`src/rtl/wb_regfile.sv`:
```
// ---------------------------------------------------------------------------
// wb_regfile -- MIPS general-purpose register file. This is the receiving end
// of the writeback interface.
//
// The writeback stage supplies the RegWrite bit, the destination register
// number and the selected write data. Decode reads operands through two
// combinational ports (rs, rt). A value that is being written back in the
// current cycle is forwarded onto those ports. A debug port shows committed
// state only, and wr_count counts every write that actually retired.
//
// Ports:
//   clk        rising-edge clock
//   rst        synchronous active-high reset (clears registers and counter)
//   regwrite   write enable from MEM/WB
//   write_reg  destination register number
//   writedata  data from the writeback mux
//   rs, rt     decode read addresses
//   readdat1   contents of rs, with same-cycle bypass
//   readdat2   contents of rt, with same-cycle bypass
//   dbg_addr   debug read address
//   dbg_data   committed contents of dbg_addr (no bypass)
//   wr_count   committed, non-discarded writes since reset (wraps at 2^32)
// ---------------------------------------------------------------------------
module wb_regfile #(
  parameter int NREGS    = 32,
  parameter int DW       = 32,
  parameter int ZERO_REG = 1
) (
  input  logic          clk,
  input  logic          rst,
  input  logic          regwrite,
  input  logic [4:0]    write_reg,
  input  logic [DW-1:0] writedata,
  input  logic [4:0]    rs,
  input  logic [4:0]    rt,
  input  logic [4:0]    dbg_addr,
  output logic [DW-1:0] readdat1,
  output logic [DW-1:0] readdat2,
  output logic [DW-1:0] dbg_data,
  output logic [31:0]   wr_count
);

  localparam int AW = $clog2(NREGS);

  logic [DW-1:0] mem_reg [NREGS];
  logic [31:0]   wr_count_reg;
  logic          wr_en;
  logic          bypass_en;

  // A write to r0 is dropped entirely when r0 is hardwired. Such a write
  // neither stores data nor counts as retired.
  assign wr_en     = regwrite && !((ZERO_REG != 0) && (write_reg == 5'd0));
  // Reset has priority over a write in the same cycle, so it also disables
  // forwarding. During reset the ports show what is actually stored.
  assign bypass_en = regwrite && !rst;

  always_ff @(posedge clk) begin
    if (rst) begin
      for (int i = 0; i < NREGS; i++) begin
        mem_reg[i] <= '0;
      end
      wr_count_reg <= '0;
    end else if (wr_en) begin
      mem_reg[write_reg[AW-1:0]] <= writedata;
      wr_count_reg               <= wr_count_reg + 32'd1;
    end
  end

  // The zero check comes first so that a hardwired r0 never forwards data.
  // After that, a matching in-flight write overrides the stored value.
  function automatic logic [DW-1:0] port_read(input logic [4:0] addr,
                                              input logic       use_bypass);
    if ((ZERO_REG != 0) && (addr == 5'd0))
      return '0;
    else if (use_bypass && bypass_en && (addr == write_reg))
      return writedata;
    else
      return mem_reg[addr[AW-1:0]];
  endfunction

  assign readdat1 = port_read(rs, 1'b1);
  assign readdat2 = port_read(rt, 1'b1);
  assign dbg_data = port_read(dbg_addr, 1'b0);
  assign wr_count = wr_count_reg;

endmodule

```
`config.mk`:
```
export PLATFORM = sky130hd
export DESIGN_NAME = wb_regfile
export DESIGN_NICKNAME = d
export VERILOG_FILES = /design/src/rtl/wb_regfile.sv
export SDC_FILE = /design/constraint.sdc
export NUM_CORES = 2
export LEC_CHECK = 0
export CAP_MARGIN = 15
export CORE_MARGIN = 2
export CORE_UTILIZATION = 42
export CTS_BUF_LIST = sky130_fd_sc_hd__clkbuf_8
export CTS_CLUSTER_SIZE = 8
export DETAILED_ROUTE_END_ITERATION = 8
export SYNTH_ARGS = -nofsm -noshare
export SYNTH_HDL_FRONTEND = slang
export SYNTH_SLANG_ARGS = --single-unit
```
`constraint.sdc`:
```
create_clock -name clk -period 2.46 [get_ports clk]
set_input_delay 0.246 -clock clk [delete_from_list [all_inputs] [get_ports clk]]
set_output_delay 0.246 -clock clk [all_outputs]
set_load 0.1 [all_outputs]
```
==> impl_metrics.env <==
export IMPL_vias=49468
export IMPL_grt_pass1_wl_um=393400
export IMPL_die_area_mm2=0.1580
export IMPL_syn_area_per_cell_um2=14.68
export IMPL_grt_pass1_vias=49091
export IMPL_fin_ws_ns=-0.9488
export IMPL_overflow=0
export IMPL_synthToLayoutAreaGrowth_pct=28.61
export IMPL_cp_start_kind="flop"
export IMPL_vdd_drop_max_uv=602.4
export IMPL_fin_nets=5271
export IMPL_cts_tree="built"
export IMPL_cts_root_buffer="clkbuf_8"
export IMPL_hp_class="input pin to flop"
export IMPL_total_leakage_power_uw=0.03029
export IMPL_synth_common_cells="edfxtp_1 (1,024), and2_1 (1,001), mux4_2 (781)"
export IMPL_dr_pass1_iters=7
export IMPL_grt_max_degree=98
export IMPL_place_inst=7042
export IMPL_rsz0062_at_grt="true"
export IMPL_start_util=0.4225
export IMPL_drc=0
export IMPL_dpl_hpwl_um=197400
export IMPL_slew_viol_final=0
export IMPL_clkSlewWorstSetupHoldPaths_ns=0.07
export IMPL_violations="negative setup slack"
export IMPL_stdcell_count=7421
export IMPL_ys_seq_area_frac=0.4828
export IMPL_finalSetupViolations=96
export IMPL_holdWs_ns=0.2008
export IMPL_worst_pin_slew_ns=1.048
export IMPL_ys_ff_latch=1056
export IMPL_totalPowerFinal_uw=50280
export IMPL_cts_path_max_buffers=3
export IMPL_synth_area_top_cells="edfxtp_1 (47%), mux4_2 (27%), and2_1 (9.6%)"
export IMPL_critPathKind="flop to output port"
export IMPL_place_gp_congestion=0.9578
export IMPL_period_minus_slack_ns=3.409
export IMPL_clk_latency_ns=0.95
export IMPL_dieHeight_um=397.4
export IMPL_numClockSinks=1056
export IMPL_power_density_mw_per_mm2=601.3
export IMPL_slew_limit_headroom=0.2995
export IMPL_ant_nets=0
export IMPL_crit_slowest_cell="mux4_2"
export IMPL_synth_cell_area_mm2=0.06501
export IMPL_critPathMaxStageDelay_ns=0.53
export IMPL_cts_made_buffers=187
export IMPL_crit_top_cell="mux4_2"
export IMPL_port_buffers=182
export IMPL_post_route_util=0.5434
export IMPL_cp_required_ns=2.21
export IMPL_crit_fanout=2
export IMPL_synth_ff_type="edfxtp_1"
export IMPL_drive_gt1_frac=0.4677
export IMPL_critical_path_arrival_ns=3.16
export IMPL_critPathCaptureType="output port"
export IMPL_yosys_cell_types_count=62
export IMPL_synth_top_area_share=0.4730
export IMPL_coreArea_mm2=0.1539
export IMPL_die_w_um=397.4
export IMPL_clock_fmax_mhz=293.4
export IMPL_largest_reg_flops=1024
export IMPL_yosys_area_top_type="edfxtp_1"
export IMPL_drv_cap=0
export IMPL_rows=144
export IMPL_yosysMostFrequentCell="edfxtp_1"
export IMPL_grt_usage=0.3619
export IMPL_ios=183
export IMPL_ys_warn_count=0
export IMPL_fin_skew_ns=0.01232
export IMPL_post_route_period_util=1.386
export IMPL_drt_iter0_drc=7127
export IMPL_status="finished, violations left"
export IMPL_finalHoldViolCount=0
export IMPL_vias_per_cell=6.666
export IMPL_finalWirelength_um=285900
export IMPL_crit_chain="mux4_2 -> mux4_2 -> and3_4 -> a221o_2 -> buf_12"
export IMPL_synth_edf_count=1024
export IMPL_antenna_found_initial=39
export IMPL_syn_inst=4428
export IMPL_htree_levels=4
export IMPL_post_drt_wl_per_cell_um=38.53
export IMPL_asyncSetResetFlopFracSynth=0
-- layer usage --
layer / track usage / wire [um] / vias up
met4: 0.2071 / 19320 / 14
met1: 0.4700 / 100700 / 25343
met2: 0.5220 / 123200 / 4123
met3: 0.1333 / 42470 / 929
li1: - / - / 19059
met5: 0 / 205 / -
-- worst max-delay path: cells and delay by family (launching register included) --
| family | cells | cell delay, ns |
|---|---|---|
| muxes | 2 | 1.05 |
| DFF | 1 | 0.40 |
| AOI/OAI and AO/OA | 1 | 0.38 |
| buffers and inverters | 1 | 0.20 |
| and+or+nand+nor | 1 | 0.18 |
-- power by group --
part           switching [uW]  internal (uW)
clock network            8020           7880
registers                 720          20700
logic                    7360           5600
total                   16100          34200
-- final timing paths --
check | startpoint | end | slack (ns) | cells past startpoint
hold / removal | writedata[6] | mem_reg[17][6] | 0.20 | 2
setup / recovery | mem_reg[17][23] | readdat2[23] | -0.95 | 5
setup reg to reg | wr_count[18] | wr_count[30] | 0.45 | 5
hold reg to reg | wr_count[31] | wr_count[31] | 0.50 | 2
-- layout make-up --
class,count,area [um2]
Antenna cell,19,47.55
Clock buffer,192,2643
Clock inverter,140,799.5
Fill cell,12520,70250
Inverter,42,165.2
Multi-Input combinational cell,2870,33700
Sequential cell,1056,31400
Tap cell,2044,2557
Timing Repair Buffer,1058,12300
-- logic make-up after synthesis --
| family | synth area share |
|---|---|
| AOI/OAI and AO/OA | 0.04236 |
| xor gates and xnor gates | 0.004311 |
| adders and majority gates | 0.0001924 |
| buffers and inverters | 0.03712 |
| DFF | 0.4828 |
| muxes | 0.3041 |
| other | 0.00005768 |
| and+or+nand+nor | 0.1291 |
-- per-stage QoR --
stage	setup slack [ns]	area (um2)	TNS [ns]
6_report	-0.9488	83620	-63.25
5_1_grt	-1.012	83580	-70.42
4_1_cts	-1.005	83050	-68.08
3_5_place_dp	-0.5615	78410	-347.38
3_3_place_gp	-0.5742	78410	-315.58
2_1_floorplan	-0.2654	65810	-0.8972
-- cells in the final DEF (no fill, tap or decap), drive strengths merged, types with 17 or more instances in the layout --
cell	instances
dfxtp	32
or2	32
nor2b	41
inv	104
a21oi	56
a211oi	60
nand2	132
diode	19
o21ai	91
a22oi	35
mux2i	211
xor2	17
clkbuf	193
and2	1002
buf	1016
a221oi	37
conb	32
nor3	22
a221o	66
and3	57
nor2	72
clkdlybuf4s50	40
edfxtp	1024
clkinv	61
mux4	781
-- repair_timing --
item / 4_1_cts / 5_1_grt
gates resized for setup: 310 / 93
setup endpoints to repair: 96 / 96
hold buffers: 1 / 0
gates cloned: 0 / 0
pin swaps: 151 / 49
endpoints found under the hold margin: 14 / 0
setup buffers: 40 / 22
Power figures use the tool's default switching activity.
